==> src/rtl/gcd_ctrl.sv <==
// gcd_ctrl: control FSM for a subtraction-based GCD datapath.
// The FSM loads both operands, repeatedly compares them and subtracts the smaller
// from the larger until one operand is zero or both are equal. It then holds the
// result valid until start is released.
// Optional feature: define GCD_TIMEOUT_EN to abort a run once iter_cnt reaches
// MAX_ITER. The abort raises err. Without the macro, err is tied low and MAX_ITER
// is unused.
module gcd_ctrl #(
  parameter int CNT_W    = 16,
  parameter int MAX_ITER = 1000
) (
  input  logic             clk,
  input  logic             rst,
  input  logic             start,
  input  logic             a_zero,
  input  logic             b_zero,
  input  logic             eq,
  input  logic             lt,
  output logic             a_sel,
  output logic             b_sel,
  output logic             a_ld,
  output logic             b_ld,
  output logic             out_sel,
  output logic             busy,
  output logic             done,
  output logic             err,
  output logic [CNT_W-1:0] iter_cnt
);

  typedef enum logic [2:0] {
    S_IDLE  = 3'd0,
    S_LOAD  = 3'd1,
    S_CMP   = 3'd2,
    S_SUB_A = 3'd3,
    S_SUB_B = 3'd4,
    S_DONE  = 3'd5
  } state_t;

  state_t           state_q, state_d;
  logic             a_sel_q, a_sel_d;
  logic             b_sel_q, b_sel_d;
  logic             a_ld_q, a_ld_d;
  logic             b_ld_q, b_ld_d;
  logic             busy_q, busy_d;
  logic             done_q, done_d;
  logic             out_sel_q, out_sel_d;
  logic [CNT_W-1:0] iter_cnt_q, iter_cnt_d;

`ifdef GCD_TIMEOUT_EN
  localparam logic [CNT_W-1:0] MAX_CNT = CNT_W'(MAX_ITER);
  logic err_q, err_d;
`else
  logic unused_max_iter;
  assign unused_max_iter = |MAX_ITER;
`endif

  // Iteration counter sticks at all-ones instead of wrapping.
  function automatic logic [CNT_W-1:0] sat_inc(input logic [CNT_W-1:0] v);
    return (&v) ? v : v + CNT_W'(1);
  endfunction

  // Next-state, counter and result-select logic.
  always_comb begin
    state_d    = state_q;
    out_sel_d  = out_sel_q;
    iter_cnt_d = iter_cnt_q;
`ifdef GCD_TIMEOUT_EN
    err_d      = err_q;
`endif
    unique case (state_q)
      S_IDLE: begin
        if (start) state_d = S_LOAD;
      end
      S_LOAD: begin
        iter_cnt_d = '0;
`ifdef GCD_TIMEOUT_EN
        err_d      = 1'b0;
`endif
        state_d    = S_CMP;
      end
      S_CMP: begin
        // Flag priority: a_zero, then b_zero, then eq, then lt.
        if (a_zero) begin
          out_sel_d = 1'b1;
          state_d   = S_DONE;
        end else if (b_zero) begin
          out_sel_d = 1'b0;
          state_d   = S_DONE;
        end else if (eq) begin
          out_sel_d = 1'b0;
          state_d   = S_DONE;
        end else begin
`ifdef GCD_TIMEOUT_EN
          if (iter_cnt_q == MAX_CNT) begin
            err_d     = 1'b1;
            out_sel_d = 1'b0;
            state_d   = S_DONE;
          end else begin
            state_d = lt ? S_SUB_B : S_SUB_A;
          end
`else
          state_d = lt ? S_SUB_B : S_SUB_A;
`endif
        end
      end
      S_SUB_A, S_SUB_B: begin
        iter_cnt_d = sat_inc(iter_cnt_q);
        state_d    = S_CMP;
      end
      S_DONE: begin
        // Four-phase handshake: the result is held until start is released.
        if (!start) state_d = S_IDLE;
      end
      default: state_d = S_IDLE;
    endcase
  end

  // Moore output decode from the upcoming state, so the registered strobes track state_q.
  always_comb begin
    a_sel_d = (state_d == S_SUB_A);
    b_sel_d = (state_d == S_SUB_B);
    a_ld_d  = (state_d == S_LOAD) || (state_d == S_SUB_A);
    b_ld_d  = (state_d == S_LOAD) || (state_d == S_SUB_B);
    done_d  = (state_d == S_DONE);
    busy_d  = (state_d == S_LOAD) || (state_d == S_CMP) ||
              (state_d == S_SUB_A) || (state_d == S_SUB_B);
  end

  // State and registered outputs; reset wins over any request.
  always_ff @(posedge clk) begin
    if (rst) begin
      state_q    <= S_IDLE;
      a_sel_q    <= 1'b0;
      b_sel_q    <= 1'b0;
      a_ld_q     <= 1'b0;
      b_ld_q     <= 1'b0;
      busy_q     <= 1'b0;
      done_q     <= 1'b0;
      out_sel_q  <= 1'b0;
      iter_cnt_q <= '0;
    end else begin
      state_q    <= state_d;
      a_sel_q    <= a_sel_d;
      b_sel_q    <= b_sel_d;
      a_ld_q     <= a_ld_d;
      b_ld_q     <= b_ld_d;
      busy_q     <= busy_d;
      done_q     <= done_d;
      out_sel_q  <= out_sel_d;
      iter_cnt_q <= iter_cnt_d;
    end
  end

`ifdef GCD_TIMEOUT_EN
  // Timeout flag, sticky until the next operand load or reset.
  always_ff @(posedge clk) begin
    if (rst) err_q <= 1'b0;
    else     err_q <= err_d;
  end
  assign err = err_q;
`else
  assign err = 1'b0;
`endif

  assign a_sel    = a_sel_q;
  assign b_sel    = b_sel_q;
  assign a_ld     = a_ld_q;
  assign b_ld     = b_ld_q;
  assign busy     = busy_q;
  assign done     = done_q;
  assign out_sel  = out_sel_q;
  assign iter_cnt = iter_cnt_q;

endmodule

==> config.mk <==
export PLATFORM = sky130hd
export DESIGN_NAME = gcd_ctrl
export DESIGN_NICKNAME = d
export VERILOG_FILES = /design/src/rtl/gcd_ctrl.sv
export SDC_FILE = /design/constraint.sdc
export NUM_CORES = 1
export LEC_CHECK = 0
export CORE_MARGIN = 5
export CORE_UTILIZATION = 44
export DETAILED_ROUTE_END_ITERATION = 10
export PLACE_DENSITY = 0.83
export SLEW_MARGIN = 20
export SYNTH_ARGS = -nofsm -noshare
export SYNTH_HDL_FRONTEND = slang
export SYNTH_SLANG_ARGS = --single-unit
==> constraint.sdc <==
create_clock -name clk -period 1.9 [get_ports clk]
set_clock_uncertainty 0.05 [all_clocks]
set_input_delay 0.285 -clock clk [delete_from_list [all_inputs] [get_ports clk]]
set_output_delay 0.285 -clock clk [all_outputs]
set_load 0.005 [all_outputs]
==> results of run 1 <==
==> logic make-up after synthesis <==
| logic type | Yosys count | share of synthesized area (%) |
|---|---|---|
| AND/OR/NAND/NOR | 74 | 31.7 |
| AO/OA/AOI/OAI | 41 | 20.9 |
| flip-flops | 26 | 38.2 |
| buffers and inverters | 10 | 3.21 |
| XOR/XNOR | 4 | 2.57 |
| multiplexers | 3 | 2.20 |
| adder cells (fa/ha/maj) | 1 | 0.918 |
| other | 1 | 0.275 |
==> flip-flops by register name (all words and copies together), names as in the netlist <==
register and count:
a_ld 1, a_sel 1, b_ld 1, b_sel 1, busy 1, done 1
iter_cnt 16, out_sel 1, state_q 3
==> per-layer routing <==
layer | vias up | track usage (%)
li1 | 720 | -
met1 | 746 | 22.4
met2 | 71 | 35.7
met3 | 14 | 2.91
met4 | 0 | 8.29
met5 | - | 0
==> where the power goes <==
group / switching [mW] / internal, mW
logic: 0.103 / 0.0972
registers: 0.00620 / 0.560
clock network: 0.166 / 0.117
total: 0.275 / 0.774
==> what timing repair did <==
item | 4_1_cts | 5_1_grt
setup endpoints to repair | 9 | 13
pin swaps | 2 | 5
gates cloned | 0 | 0
resized for setup | 1 | 14
setup buffers | 4 | 3
==> layout by cell type (no fill, tap or decap), types with 3 or more instances in the layout <==
cell	n
buf_4	33
clkdlybuf4s50_1	29
dfxtp_1	24
nand2_1	14
nor2_1	14
a21oi_1	13
nand3_1	8
nand2b_1	6
o21ai_1	5
nor4_1	4
inv_1	4
xnor2_1	4
a31oi_1	4
buf_6	4
o21ai_0	3
nor3b_1	3
a211oi_1	3
mux2i_1	3
a2111o_1	3
clkbuf_4	3
==> cell type report <==
class / instances / area (sq um) / area share (%)
multi-input combinational: 124 / 847 / 41.4
timing repair buffer: 66 / 583 / 28.5
sequential: 26 / 523 / 25.6
tap: 33 / 41.3 / 2.02
clock buffer: 4 / 36.3 / 1.77
inverter: 4 / 15.0 / 0.734
==> cells in the mapped netlist (2+ instances only) <==
cell type / instances
o21ai_0: 5
a21oi_1: 13
nor4_1: 5
nand2_2: 2
clkbuf_1: 3
nand3_1: 8
nand2_1: 14
nand2b_1: 6
nand4_1: 2
a2111o_1: 3
inv_1: 4
xnor2_1: 4
nor2b_1: 3
nor3b_1: 3
o21ai_1: 3
buf_2: 2
mux2i_1: 3
a211oi_1: 3
or4_1: 2
a31oi_1: 4
nor2_1: 14
or3_1: 2
dfxtp_1: 26
==> worst min-delay path, stage by stage (launching register included) <==
cell	delay [ns]
dfxtp_1	0.34
o21ai_0	0.08
a21oi_1	0.06
==> worst max-delay path by stage <==
stage	cells after the start	to
detailed placement	6	iter_cnt[3]
global route	7	iter_cnt[0]
finish	7	iter_cnt[7]
floorplan	6	iter_cnt[3]
global placement	6	iter_cnt[3]
CTS	7	iter_cnt[7]
==> summary.txt, run 1 <==
Worst setup path
  – Crit path launch type: flop
  – Reg2Reg Depth: 7
  – Crit-path leading delay family: simple AND/OR/NAND/NOR gates
  – Worst r2r src: iter_cnt[1]
  – CP max stage cell: or4_4
  – CP max stage delay: 0.48 ns
  – Worst R2R End: iter_cnt[7]
  – Setup CP Type: reg -> reg
  – CP startpoint: iter_cnt[1]
  – Critical Path RT: 2.07 ns
  – Critical Path End Type: flop
  – Buf/Inv on CP: 1
  – Critical path data arrival time: 2.10 ns
  – Crit-path cells: ha_4 > nand4_1 > or4_4 > o21ai_4 > buf_6 > a211oi_2 > mux2i_1
  – Reg2reg setup slack: -0.03 ns
  – Crit-path max FO: 5

Clock network
  – CTS tree: yes
  – Clock latency on the worst-skew pair: 0.32 ns
  – Hold_buf cts: 0
  – CTS sink count: 26
  – Clock Tree Root: clkbuf_4
  – H-tree Lvls: 1
  – Clock Path Buffers: 2
  – Register clock-pin slew on the reported worst setup and hold paths: 0.14 ns
  – Cts bufs inserted: 3

Yosys
  – Synth top area cells: dfxtp_1 (38%), a21oi_1 (4.8%), nand2_1 (3.9%), nor2_1 (3.9%), nand3_1 (2.9%)
  – Synth cell types: 49
  – Top-area cell type share of the netlist area: 38.2%
  – Post-synthesis register bit count: 26
  – Async S/R FF share, synth: 0%
  – Syn avg cell area: 8.52 sq um
  – Syn Inst Count: 160
  – Main synth FF type: dfxtp_1
  – Ys Warns: 0
  – EDFF count, synth: 0
  – Register area share after synthesis: 38.2%
  – Net Count, Synth: 168
  – Leading area contributor after synthesis: dfxtp_1
  – Post-synthesis instance area: 1360 sq um

Finish
  – Post-route insts no fill: 257
  – Antenna Cells: 0
  – Fillers: 237
  – Area Growth Syn to Fin: 50.1%
  – Final Cell Area: 2050 sq um
  – Share of layout cells above drive strength 1: 27.2%
  – Post-layout util: 68.1%
  – Total Nets Final: 233

STA
  – Post-layout worst setup margin: -0.0301 ns
  – Fin Hold WS: 0.459 ns
  – RSZ-0062 raised after global routing: true
  – # setup viols final: 6
  – Count of final hold-check violations: 0
  – FMAX: 518 MHz
  – Final period util: 102%
  – Min cycle time layout: 1.93 ns
  – Setup_tns: -0.0820 ns
  – Max Slew Vio Count: 0

Power and ir drop
  – Pleak: 0.769 nW
  – VDD IR-drop max: 0.299 mV
  – Total power: 1.05 mW
  – Pwr per Cell Area: 513 nW/um^2

Run
  – Max cap viols: 0

Placement
  – Final estimated routing congestion in global placement: 0.941
  – Placed insts: 246
  – Placement Setup Slack: -0.121 ns
  – DP Area: 1900 sq um
  – Port Buffers: 29
  – Detailed Place HPWL: 2960 um

Worst hold path
  – Worst hold stages: 2
  – Hold EP: out_sel
  – Worst hold-check path type: reg -> reg
  – Hold Startpoint: out_sel

Routing
  – Drt drc: 0
  – DR WL/cell: 16.4 um
  – Via count: 1,551
  – Met2 routed WL: 2190 um
  – Metal1 wirelength: 1690 um
  – Max layer used: met4
  – Met3 wire len: 221 um
  – Number of nets with antenna violations after routing: 0
  – Router iterations before antenna repair: 4
  – DRT iter0 DRCs: 133
  – DR vias/cell: 6.04
  – Routed Wire Length: 4210 um

Die
  – Top-Level Pins: 31
  – Die width: 65.7 um
  – Core area: 3000 sq um
  – Num rows: 20
  – Full die area: 4310 sq um
  – Initial Util: 45.4%
  – Die Span Y: 65.7 um

GRT
  – Largest net degree at the start of global routing: 15
  – Overflow after GRT: 0
  – Vias in the first global route: 1,519
  – First-pass GRT wire length: 6780 um
  – GRT Resource Usage Total: 19.6%
  – Initial antenna violation count: 0

Run status
  – Outcome: complete, but fails checks
  – Failing checks: setup timing
Power figures use the tool's default switching activity.
==> run 2, diff against run 1 <==
- GPL_ROUTABILITY_DRIVEN: not set -> 0
==> results of run 2 <==
Same layout as run 1: the final DEF is identical, and so are final timing and power.
